`src/rtl/id_decode_queue_pkg.sv`:
```
// Shared decode definitions: RV32I field constants, decoded-op encoding, queue entry layout.
// Latency: n/a (types and constants only).
// Backpressure: n/a.
package id_decode_queue_pkg;

    localparam int OP_SIZE       = 6;
    localparam int REG_ADDR_SIZE = 5;
    localparam int INST_SIZE     = 32;

    // RV32I major opcodes
    localparam logic [6:0] OPC_LOAD     = 7'b0000011;
    localparam logic [6:0] OPC_MISC_MEM = 7'b0001111;
    localparam logic [6:0] OPC_OP_IMM   = 7'b0010011;
    localparam logic [6:0] OPC_AUIPC    = 7'b0010111;
    localparam logic [6:0] OPC_STORE    = 7'b0100011;
    localparam logic [6:0] OPC_OP       = 7'b0110011;
    localparam logic [6:0] OPC_LUI      = 7'b0110111;
    localparam logic [6:0] OPC_BRANCH   = 7'b1100011;
    localparam logic [6:0] OPC_JALR     = 7'b1100111;
    localparam logic [6:0] OPC_JAL      = 7'b1101111;
    localparam logic [6:0] OPC_SYSTEM   = 7'b1110011;

    // funct7
    localparam logic [6:0] F7_BASE = 7'b0000000;
    localparam logic [6:0] F7_ALT  = 7'b0100000;

    // funct3, ALU group
    localparam logic [2:0] F3_ADD  = 3'b000;
    localparam logic [2:0] F3_SLL  = 3'b001;
    localparam logic [2:0] F3_SLT  = 3'b010;
    localparam logic [2:0] F3_SLTU = 3'b011;
    localparam logic [2:0] F3_XOR  = 3'b100;
    localparam logic [2:0] F3_SR   = 3'b101;
    localparam logic [2:0] F3_OR   = 3'b110;
    localparam logic [2:0] F3_AND  = 3'b111;

    // funct3, branch group
    localparam logic [2:0] F3_BEQ  = 3'b000;
    localparam logic [2:0] F3_BNE  = 3'b001;
    localparam logic [2:0] F3_BLT  = 3'b100;
    localparam logic [2:0] F3_BGE  = 3'b101;
    localparam logic [2:0] F3_BLTU = 3'b110;
    localparam logic [2:0] F3_BGEU = 3'b111;

    // funct3, load/store width
    localparam logic [2:0] F3_B  = 3'b000;
    localparam logic [2:0] F3_H  = 3'b001;
    localparam logic [2:0] F3_W  = 3'b010;
    localparam logic [2:0] F3_BU = 3'b100;
    localparam logic [2:0] F3_HU = 3'b101;

    typedef enum logic [OP_SIZE-1:0] {
        OP_NOP   = 6'd0,
        OP_LUI, OP_AUIPC, OP_JAL, OP_JALR,
        OP_BEQ, OP_BNE, OP_BLT, OP_BGE, OP_BLTU, OP_BGEU,
        OP_LB, OP_LH, OP_LW, OP_LBU, OP_LHU,
        OP_SB, OP_SH, OP_SW,
        OP_ADDI, OP_SLTI, OP_SLTIU, OP_XORI, OP_ORI, OP_ANDI,
        OP_SLLI, OP_SRLI, OP_SRAI,
        OP_ADD, OP_SUB, OP_SLL, OP_SLT, OP_SLTU, OP_XOR,
        OP_SRL, OP_SRA, OP_OR, OP_AND
    } op_e;

    typedef struct packed {
        logic [OP_SIZE-1:0]       op;
        logic [REG_ADDR_SIZE-1:0] rs1;
        logic [REG_ADDR_SIZE-1:0] rs2;
        logic [REG_ADDR_SIZE-1:0] rd;
        logic [31:0]              imm;
        logic                     en_1;
        logic                     en_2;
        logic                     illegal;
    } dec_t;

    typedef struct packed {
        dec_t                 dec;
        logic [31:0]          pc;
        logic [INST_SIZE-1:0] inst;
    } entry_t;

endpackage

```
`src/rtl/id_decode_comb.sv`:
```
// Combinational RV32I decoder: instruction word -> decoded op, register fields, immediate, illegal flag.
// Latency: 0 cycles, purely combinational.
// Backpressure: none; the enclosing queue decides when the result is captured.
module id_decode_comb
    import id_decode_queue_pkg::*;
(
    input  logic [INST_SIZE-1:0]     inst,
    output logic [OP_SIZE-1:0]       op,
    output logic [REG_ADDR_SIZE-1:0] rs1,
    output logic [REG_ADDR_SIZE-1:0] rs2,
    output logic [REG_ADDR_SIZE-1:0] rd,
    output logic [31:0]              imm,
    output logic                     en_1,
    output logic                     en_2,
    output logic                     illegal
);

    logic [6:0]  opc;
    logic [2:0]  f3;
    logic [6:0]  f7;
    logic [31:0] imm_i, imm_s, imm_b, imm_u, imm_j;

    assign opc = inst[6:0];
    assign f3  = inst[14:12];
    assign f7  = inst[31:25];
    assign rs1 = inst[19:15];
    assign rs2 = inst[24:20];

    assign imm_i = {{20{inst[31]}}, inst[31:20]};
    assign imm_s = {{20{inst[31]}}, inst[31:25], inst[11:7]};
    assign imm_b = {{19{inst[31]}}, inst[31], inst[7], inst[30:25], inst[11:8], 1'b0};
    assign imm_u = {inst[31:12], 12'b0};
    assign imm_j = {{11{inst[31]}}, inst[31], inst[19:12], inst[20], inst[30:21], 1'b0};

    always_comb begin
        op      = OP_NOP;
        rd      = inst[11:7];
        imm     = '0;
        en_1    = 1'b0;
        en_2    = 1'b0;
        illegal = 1'b0;
        case (opc)
            OPC_LUI:   begin op = OP_LUI;   imm = imm_u; end
            OPC_AUIPC: begin op = OP_AUIPC; imm = imm_u; end
            OPC_JAL:   begin op = OP_JAL;   imm = imm_j; end
            OPC_JALR:  begin op = OP_JALR;  imm = imm_i; en_1 = 1'b1; end
            OPC_BRANCH: begin
                imm = imm_b; rd = '0; en_1 = 1'b1; en_2 = 1'b1;
                case (f3)
                    F3_BEQ:  op = OP_BEQ;
                    F3_BNE:  op = OP_BNE;
                    F3_BLT:  op = OP_BLT;
                    F3_BGE:  op = OP_BGE;
                    F3_BLTU: op = OP_BLTU;
                    F3_BGEU: op = OP_BGEU;
                    default: illegal = 1'b1;
                endcase
            end
            OPC_LOAD: begin
                imm = imm_i; en_1 = 1'b1;
                case (f3)
                    F3_B:    op = OP_LB;
                    F3_H:    op = OP_LH;
                    F3_W:    op = OP_LW;
                    F3_BU:   op = OP_LBU;
                    F3_HU:   op = OP_LHU;
                    default: illegal = 1'b1;
                endcase
            end
            OPC_STORE: begin
                imm = imm_s; rd = '0; en_1 = 1'b1; en_2 = 1'b1;
                case (f3)
                    F3_B:    op = OP_SB;
                    F3_H:    op = OP_SH;
                    F3_W:    op = OP_SW;
                    default: illegal = 1'b1;
                endcase
            end
            OPC_OP_IMM: begin
                imm = imm_i; en_1 = 1'b1;
                case (f3)
                    F3_ADD:  op = OP_ADDI;
                    F3_SLT:  op = OP_SLTI;
                    F3_SLTU: op = OP_SLTIU;
                    F3_XOR:  op = OP_XORI;
                    F3_OR:   op = OP_ORI;
                    F3_AND:  op = OP_ANDI;
                    // shifts reuse imm[11:5] as a funct7 qualifier
                    F3_SLL: begin
                        if (f7 == F7_BASE) op = OP_SLLI;
                        else               illegal = 1'b1;
                    end
                    F3_SR: begin
                        if (f7 == F7_BASE)     op = OP_SRLI;
                        else if (f7 == F7_ALT) op = OP_SRAI;
                        else                   illegal = 1'b1;
                    end
                    default: illegal = 1'b1;
                endcase
            end
            OPC_OP: begin
                en_1 = 1'b1; en_2 = 1'b1;
                if (f7 == F7_BASE) begin
                    case (f3)
                        F3_ADD:  op = OP_ADD;
                        F3_SLL:  op = OP_SLL;
                        F3_SLT:  op = OP_SLT;
                        F3_SLTU: op = OP_SLTU;
                        F3_XOR:  op = OP_XOR;
                        F3_SR:   op = OP_SRL;
                        F3_OR:   op = OP_OR;
                        F3_AND:  op = OP_AND;
                        default: illegal = 1'b1;
                    endcase
                end else if (f7 == F7_ALT) begin
                    case (f3)
                        F3_ADD:  op = OP_SUB;
                        F3_SR:   op = OP_SRA;
                        default: illegal = 1'b1;
                    endcase
                end else begin
                    illegal = 1'b1;
                end
            end
            // fence / ecall / ebreak retire as nops with no register traffic
            OPC_MISC_MEM, OPC_SYSTEM: rd = '0;
            default: illegal = 1'b1;
        endcase
        // an undecodable word must not read or write registers
        if (illegal) begin
            op   = OP_NOP;
            rd   = '0;
            en_1 = 1'b0;
            en_2 = 1'b0;
        end
    end

endmodule

```
`src/rtl/id_decode_queue.sv`:
```
// Decode stage: RV32I decode at the write side of a DEPTH-entry decoded-op queue (IQ -> ISSUE).
// Latency: 1 cycle, entry pushed at edge N is visible on the issue outputs after edge N.
// Backpressure: inst_ready = count<DEPTH (a same-cycle pop does not free a slot); pop on issue_valid&&issue_ready.
// Ports: clk_in/rst_in (async active-low), rdy_in freezes all state, clear flushes synchronously;
//        inst_valid/inst_ready/inst_in/pc_in from IQ; issue_valid/issue_ready plus head fields to ISSUE; count.
// Optional: define ID_STALL_CNT_EN to add stall_cnt (saturating count of blocked-head cycles, kept across clear).
module id_decode_queue
    import id_decode_queue_pkg::*;
#(
    parameter  int DEPTH = 4,
    localparam int PTR_W = $clog2(DEPTH)
) (
    input  logic                     clk_in,
    input  logic                     rst_in,
    input  logic                     rdy_in,
    input  logic                     clear,
    input  logic                     inst_valid,
    input  logic [INST_SIZE-1:0]     inst_in,
    input  logic [31:0]              pc_in,
    output logic                     inst_ready,
    input  logic                     issue_ready,
    output logic                     issue_valid,
    output logic [OP_SIZE-1:0]       OpCode,
    output logic [REG_ADDR_SIZE-1:0] rs1,
    output logic [REG_ADDR_SIZE-1:0] rs2,
    output logic [REG_ADDR_SIZE-1:0] rd,
    output logic                     en_1,
    output logic                     en_2,
    output logic [31:0]              imm,
    output logic [31:0]              pc,
    output logic [INST_SIZE-1:0]     Inst_debug,
    output logic                     illegal,
    output logic [PTR_W:0]           count
`ifdef ID_STALL_CNT_EN
    ,
    output logic [31:0]              stall_cnt
`endif
);

    localparam logic [PTR_W:0] CNT_FULL = (PTR_W+1)'(DEPTH);
    localparam logic [PTR_W:0] CNT_ONE  = (PTR_W+1)'(1);
    localparam logic [PTR_W-1:0] PTR_ONE = PTR_W'(1);

    dec_t             dec;
    entry_t           wr_entry;
    entry_t           head;
    entry_t           mem [DEPTH];
    logic [PTR_W-1:0] wr_ptr, rd_ptr;
    logic             push, pop;

    id_decode_comb u_dec (
        .inst    (inst_in),
        .op      (dec.op),
        .rs1     (dec.rs1),
        .rs2     (dec.rs2),
        .rd      (dec.rd),
        .imm     (dec.imm),
        .en_1    (dec.en_1),
        .en_2    (dec.en_2),
        .illegal (dec.illegal)
    );

    assign wr_entry = '{dec: dec, pc: pc_in, inst: inst_in};

    assign inst_ready  = (count < CNT_FULL);
    assign issue_valid = (count != '0);
    assign push = inst_valid && inst_ready && rdy_in && !clear;
    assign pop  = issue_valid && issue_ready && rdy_in && !clear;

    // DEPTH is a power of two, so pointer wrap is plain overflow
    always_ff @(posedge clk_in or negedge rst_in) begin
        if (!rst_in) begin
            wr_ptr <= '0;
            rd_ptr <= '0;
            count  <= '0;
            for (int i = 0; i < DEPTH; i++) mem[i] <= '0;
        end else if (rdy_in) begin
            if (clear) begin
                wr_ptr <= '0;
                rd_ptr <= '0;
                count  <= '0;
            end else begin
                if (push) begin
                    mem[wr_ptr] <= wr_entry;
                    wr_ptr      <= wr_ptr + PTR_ONE;
                end
                if (pop) rd_ptr <= rd_ptr + PTR_ONE;
                case ({push, pop})
                    2'b10:   count <= count + CNT_ONE;
                    2'b01:   count <= count - CNT_ONE;
                    default: count <= count;
                endcase
            end
        end
    end

    assign head       = mem[rd_ptr];
    assign OpCode     = head.dec.op;
    assign rs1        = head.dec.rs1;
    assign rs2        = head.dec.rs2;
    assign rd         = head.dec.rd;
    assign imm        = head.dec.imm;
    assign en_1       = head.dec.en_1;
    assign en_2       = head.dec.en_2;
    assign illegal    = head.dec.illegal;
    assign pc         = head.pc;
    assign Inst_debug = head.inst;

`ifdef ID_STALL_CNT_EN
    // counts cycles where ISSUE back-pressure holds a valid head; clear does not touch it
    always_ff @(posedge clk_in or negedge rst_in) begin
        if (!rst_in) begin
            stall_cnt <= '0;
        end else if (rdy_in && issue_valid && !issue_ready && (stall_cnt != 32'hFFFF_FFFF)) begin
            stall_cnt <= stall_cnt + 32'd1;
        end
    end
`else
    // no stall instrumentation in this build
`endif

endmodule

```
`config.mk`:
```
export PLATFORM = sky130hd
export DESIGN_NAME = id_decode_queue
export DESIGN_NICKNAME = d
export VERILOG_FILES = /design/src/rtl/id_decode_queue_pkg.sv /design/src/rtl/id_decode_comb.sv /design/src/rtl/id_decode_queue.sv
export SDC_FILE = /design/constraint.sdc
export NUM_CORES = 1
export LEC_CHECK = 0
export ABC_CLOCK_PERIOD_IN_PS = 6240
export BUFFER_PORTS_ARGS = -buffer_cell sky130_fd_sc_hd__buf_4
export CAP_MARGIN = 20
export CORE_MARGIN = 5
export CORE_UTILIZATION = 35
export CTS_CLUSTER_DIAMETER = 200
export DETAILED_ROUTE_END_ITERATION = 7
export SKIP_LAST_GASP = 1
export SYNTH_ARGS = -nofsm -noshare
export SYNTH_HDL_FRONTEND = slang
export SYNTH_SLANG_ARGS = --single-unit
```
`constraint.sdc`:
```
create_clock -name clk_in -period 6.24 [get_ports clk_in]
set_input_delay 0.936 -clock clk_in [delete_from_list [all_inputs] [get_ports clk_in]]
set_output_delay 0.936 -clock clk_in [all_outputs]
set_load 0.005 [all_outputs]
```
==> results of run 1 <==
==> how the worst max path moves through the flow <==
stage / start / endpoint
after CTS: rd_ptr[0] / Inst_debug[12]
after detailed placement: inst_in[13] / mem[221]
after floorplan: rd_ptr[0] / rs1[0]
after global routing: rd_ptr[0] / Inst_debug[12]
final: rd_ptr[0] / Inst_debug[13]
after global placement: inst_in[13] / mem[222]
==> state kept, by name, summed over array words and instances, names as in the netlist <==
register,flops
mem,440
wr_ptr,2
rd_ptr,2
count,3
==> metal layers <==
layer  GRT usage (%)  vias up  routed length (µm)
met5               0        -                  53
met4            5.47        6                1730
met3            4.14      124                3930
met2            30.6      473               28900
met1            26.6     7849               26600
li1                -     7153                   -
==> cell type report <==
| type | instances | area [µm²] |
|---|---|---|
| diodes | 2 | 5.00 |
| clock buffers | 70 | 1440 |
| clock inverters | 17 | 234 |
| fillers | 5510 | 33600 |
| inverters | 15 | 56.3 |
| multi-input cells | 1444 | 8590 |
| flip-flops and latches | 447 | 11200 |
| well taps | 765 | 957 |
| repair buffers | 217 | 1730 |
==> cell usage in the layout, fill, tap and decap left out, drive strengths merged, types with 4 or more instances in the layout <==
cell type / Yosys / final
and2: 7 / 7
nand2b: 8 / 8
o21ai: 192 / 192
a2111oi: 5 / 5
a32oi: 4 / 4
nor3: 7 / 7
ha: 8 / 8
a21oi: 39 / 39
nor3b: 4 / 4
mux2: 7 / 7
nor2: 21 / 21
buf: 66 / 217
a211o: 5 / 5
mux4: 110 / 110
bufinv: 0 / 5
nor4: 9 / 9
inv: 15 / 15
nand3b: 4 / 4
and4: 4 / 4
clkbuf: 96 / 70
o22ai: 10 / 10
dfrtp: 447 / 447
nor2b: 7 / 7
clkinv: 0 / 10
nand3: 10 / 10
a22o: 9 / 9
xnor2: 4 / 4
a31oi: 4 / 4
nand4: 6 / 6
nand2: 907 / 907
a22oi: 6 / 6
o21a: 4 / 4
==> stage by stage <==
stage	area (µm²)	cells	utilization, %	hold WS, ns	total power (µW)
after floorplan	20500	2068	-	0.440	5890
after global placement	22400	2885	38.8	0.452	7160
after detailed placement	22400	2885	38.8	0.458	7270
after CTS	24100	2972	41.7	0.286	10300
after global routing	24200	2976	41.9	0.309	10800
final	24200	2977	41.9	0.300	10200
==> worst reg2reg max path, delay by kind of cell, from the launching register on <==
kind            cells  cell delay (ns)
flops               1             0.44
buf+inv             1             0.73
compound gates      1             0.25
simple gates        3             1.19
==> report_power, final <==
part / switching, µW / internal, µW
combinational: 1480 / 1580
sequential: 475 / 3660
clock: 1190 / 1800
total: 3140 / 7050
==> kinds of logic (layout without fill, tap and decap cells) <==
| family | Yosys count | after routing | share of synthesized area (%) |
|---|---|---|---|
| AO/OA/AOI/OAI | 300 | 300 | 8.47 |
| AND/OR/NAND/NOR | 1010 | 1010 | 19.9 |
| flip-flops | 447 | 447 | 54.6 |
| XOR/XNOR | 6 | 6 | 0.257 |
| buffers and inverters | 177 | 319 | 3.63 |
| other | 0 | 2 | 0 |
| multiplexers | 119 | 119 | 12.6 |
| adder cells (fa/ha/maj) | 9 | 9 | 0.586 |
==> flow_metrics.env, run 1 <==
export IMPL_vias=15600
export IMPL_synth_distinct_cells=69
export IMPL_start_kind="register"
export IMPL_cpPeakStageDelay_ns=0.67
export IMPL_hold_path_class="primary input to async pin"
export IMPL_gp_congestion=0.878
export IMPL_crit_reg2reg_launch="count[2]"
export IMPL_critPathBufInv=3
export IMPL_antenna_found_initial=5
export IMPL_syn_avg_cell_area_um2=9.90
export IMPL_setup_tns_ns=0
export IMPL_yosys_area_top_type="dfrtp_1"
export IMPL_dieWidth_um=252
export IMPL_path_depth=4
export IMPL_cp_max_fo=35
export IMPL_synth_top_area_share_pct=54.6
export IMPL_drc=0
export IMPL_grt_pass1_wl_um=96000
export IMPL_synth_warnings=0
export IMPL_fin_nets=2253
export IMPL_grt_pass1_vias=16200
export IMPL_rsz0062_at_grt="no"
export IMPL_wl_um=61200
export IMPL_die_h_um=252
export IMPL_placementRows=88
export IMPL_die_area_mm2=0.0635
export IMPL_ant_nets=0
export IMPL_pre_cts_ws_ns=2.14
export IMPL_final_hold_viol_count=0
export IMPL_clkLatencyLatePin_ns=0.58
export IMPL_grt_ovfl_total=0
export IMPL_first_pass_iters=5
export IMPL_clkSlewWorstSetupHoldPaths_ns=0.06
export IMPL_clockBufferDepth=3
export IMPL_cts_buffers=49
export IMPL_ir_drop_v=0.000209
export IMPL_ys_ff_latch=447
export IMPL_cts_setup_buffers=0
export IMPL_core_area_mm2=0.0578
export IMPL_finalSetupViolations=0
export IMPL_fin_ws_ns=2.36
export IMPL_grt_total_usage_pct=19.1
export IMPL_hpwl_um=38300
export IMPL_ys_seq_area_share_pct=54.6
export IMPL_r2r_cells=5
export IMPL_area_delta_synth_final_pct=18.1
export IMPL_r2r_end="mem[237]"
export IMPL_endpoint_kind="primary output"
export IMPL_ctsHoldBuffers=0
export IMPL_max_freq_mhz=258
export IMPL_synthTopCellsByCount="nand2_1 (907), dfrtp_1 (447), o21ai_0 (170)"
export IMPL_yosysMostFrequentCell="nand2_1"
export IMPL_wl_per_cell_um=20.6
export IMPL_maxCapViolations=0
export IMPL_regToRegSetupSlack_ns=3.55
export IMPL_numClockSinks=447
export IMPL_tritoncts="done"
export IMPL_crit_arrival_ns=2.95
export IMPL_port_buffers=194
export IMPL_viasPerCell=5.24
export IMPL_worst_pin_slew_ns=1.06
export IMPL_syn_cell_area_mm2=0.0205
export IMPL_drv_slew=0
export IMPL_synth_edf_count=0
export IMPL_grt_max_degree=162
export IMPL_initialDrtViolationCount=1324
export IMPL_synth_nets=2147
export IMPL_synthFlopType="dfrtp_1"
export IMPL_cts_resized=0
export IMPL_io_pins=195
export IMPL_synthCells=2068
export IMPL_finClkSkew_ns=0.0205
export IMPL_min_period_over_period_pct=62.2
export IMPL_outcome="finished, final reports clean"
export IMPL_power_density_mw_per_mm2=421
export IMPL_layout_drive_gt1_share_pct=19.7
export IMPL_path_delay_family="buffers and inverters"
export IMPL_fin_crit_ns=3.88
export IMPL_crit_required_ns=5.30
export IMPL_max_slew_margin_rel_pct=29.5
export IMPL_path_cells="buf_16 > buf_4 > mux4_2 > buf_4"
export IMPL_critPathKind="register to primary output"
export IMPL_crit_top_cell="buf_4"
export IMPL_synth_async_sr_flop_share_pct=100
export IMPL_cts_max_level=2
export IMPL_cts_root_buf="clkbuf_16"
export IMPL_leakage_uw=0.0116
export IMPL_critPathSlowestCell="mux4_2"
export IMPL_synthTopCellsByArea="dfrtp_1 (55%), nand2_1 (17%), mux4_2 (12%)"
export IMPL_initial_utilization_pct=35.4
Power figures use the tool's default switching activity.
==> run 2: changes to the inputs <==
--- a/config.mk
+++ b/config.mk
@@ -5,7 +5,7 @@
 export SDC_FILE = /design/constraint.sdc
 export NUM_CORES = 1
 export LEC_CHECK = 0
-export ABC_CLOCK_PERIOD_IN_PS = 6240
+export ABC_CLOCK_PERIOD_IN_PS = 3300
 export BUFFER_PORTS_ARGS = -buffer_cell sky130_fd_sc_hd__buf_4
 export CAP_MARGIN = 20
 export CORE_MARGIN = 5
==> constraint.sdc (replaced) <==
create_clock -name clk_in -period 3.3 [get_ports clk_in]
set_input_delay 0.495 -clock clk_in [delete_from_list [all_inputs] [get_ports clk_in]]
set_output_delay 0.495 -clock clk_in [all_outputs]
set_load 0.005 [all_outputs]
==> flow_metrics.env, run 2 (same netlist as run 1, synthesis figures left out) <==
export IMPL_outcome="finished, violations left"
export IMPL_failed_checks="negative hold slack"
export IMPL_cts_root_buf="clkbuf_16"
export IMPL_area_delta_synth_final_pct=19.0
export IMPL_critPathKind="register to primary output"
export IMPL_regToRegSetupSlack_ns=1.04
export IMPL_ant_nets=0
export IMPL_grt_pass1_vias=16100
export IMPL_fin_crit_ns=2.90
export IMPL_die_area_mm2=0.0635
export IMPL_grt_ovfl_total=0
export IMPL_regMostFlops="mem"
export IMPL_io_pins=195
export IMPL_final_hold_viol_count=6
export IMPL_maxCapViolations=0
export IMPL_use_met3_pct=4.39
export IMPL_grt_pass1_wl_um=97300
export IMPL_rsz0062_at_grt="no"
export IMPL_final_common_cell="nand2_1"
export IMPL_first_pass_iters=6
export IMPL_endpoint_kind="primary output"
export IMPL_hold_path_class="primary input to async pin"
export IMPL_die_h_um=252
export IMPL_vias=15800
export IMPL_grt_total_usage_pct=19.4
export IMPL_hpwl_um=39800
export IMPL_viasPerCell=5.26
export IMPL_dieWidth_um=252
export IMPL_leakage_uw=0.0117
export IMPL_cp_max_fo=36
export IMPL_clkSlewWorstSetupHoldPaths_ns=0.06
export IMPL_crit_arrival_ns=2.40
export IMPL_whs_ns=-0.0120
export IMPL_tritoncts="done"
export IMPL_use_met1_pct=27.0
export IMPL_total_power_uw=19000
export IMPL_gp_congestion=0.870
export IMPL_initialDrtViolationCount=1366
export IMPL_grt_busiest_layer="met2"
export IMPL_fin_nets=2283
export IMPL_r2r_cells=5
export IMPL_placementRows=88
export IMPL_port_buffers=194
export IMPL_max_slew_margin_rel_pct=39.5
export IMPL_n_fill_cell=5538
export IMPL_finalSetupViolations=0
export IMPL_setup_tns_ns=0
export IMPL_wl_per_cell_um=20.6
export IMPL_postLayoutCoreUtil_pct=42.2
export IMPL_finClkSkew_ns=0.0102
export IMPL_drv_slew=0
export IMPL_cts_resized=0
export IMPL_power_density_mw_per_mm2=780
export IMPL_antenna_found_initial=3
export IMPL_max_freq_mhz=345
export IMPL_cts_max_level=2
export IMPL_clkLatencyLatePin_ns=0.57
export IMPL_crit_required_ns=2.80
export IMPL_worst_pin_slew_ns=0.907
export IMPL_ir_drop_v=0.000494
export IMPL_clockBufferDepth=3
export IMPL_min_period_over_period_pct=87.9
export IMPL_grt_use_met2_pct=31.0
export IMPL_largest_reg_flops=440
export IMPL_grt_max_degree=97
export IMPL_cts_buffers=48
export IMPL_layout_drive_gt1_share_pct=20.5
export IMPL_initial_utilization_pct=35.4
export IMPL_final_cell_mix="nand2_1 (903), dfrtp_1 (445), buf_4 (233)"
export IMPL_drc=0
export IMPL_ctsHoldBuffers=0
export IMPL_reg_largest_list="mem: 440 flops, count: 3 flops"
export IMPL_numClockSinks=447
export IMPL_cts_setup_buffers=0
export IMPL_start_kind="register"
export IMPL_wl_um=61900
export IMPL_core_area_mm2=0.0578
-- run 2: worst paths after layout --
path / from / end
worst min-delay path: rst_in / mem[246]
max in group asynchronous: rst_in / rd_ptr[1]
worst max register to register: count[2] / mem[3]
min in group clk_in: pc_in[17] / mem[169]
worst min register to register: mem[226] / mem[226]
worst max-delay path: rd_ptr[0] / Inst_debug[2]
-- run 2: cell type report --
class	count	area, µm²	area share (%)
flip-flops and latches	447	11200	45.9
repair buffers	248	2040	8.39
multi-input cells	1444	8590	35.2
inverters	15	56.3	0.231
clock inverters	13	151	0.621
diodes	1	2.50	0.0103
well taps	765	957	3.93
clock buffers	69	1380	5.67
-- run 2: routing by layer --
layer,wire length [µm],vias up
met2,29300,534
li1,-,7221
met3,4510,92
met1,26500,7944
met4,1630,4
met5,21,-
-- run 2: power breakdown --
part / switching (µW) / internal (µW) / leakage (µW)
logic: 2890 / 3040 / 0.00490
clock network: 2220 / 3130 / 0.000746
registers: 808 / 6930 / 0.00601
-- run 2: stage by stage --
step                      setup slack [ns]  std cells  hold slack, ns  area, µm²
after floorplan                      0.896       2068           0.199      20500
after global placement               0.506       2919           0.452      22800
after detailed placement             0.402       2919           0.457      22800
after CTS                            0.312       3001          0.0104      24400
after global routing                 0.265       3002          0.0308      24400
final                                0.401       3002         -0.0120      24400
-- run 2: worst max-delay path, stage by stage, from the launching register on --
cell     delay, ns
dfrtp_4       0.65
buf_12        0.35
mux4_2        0.62
buf_4         0.17
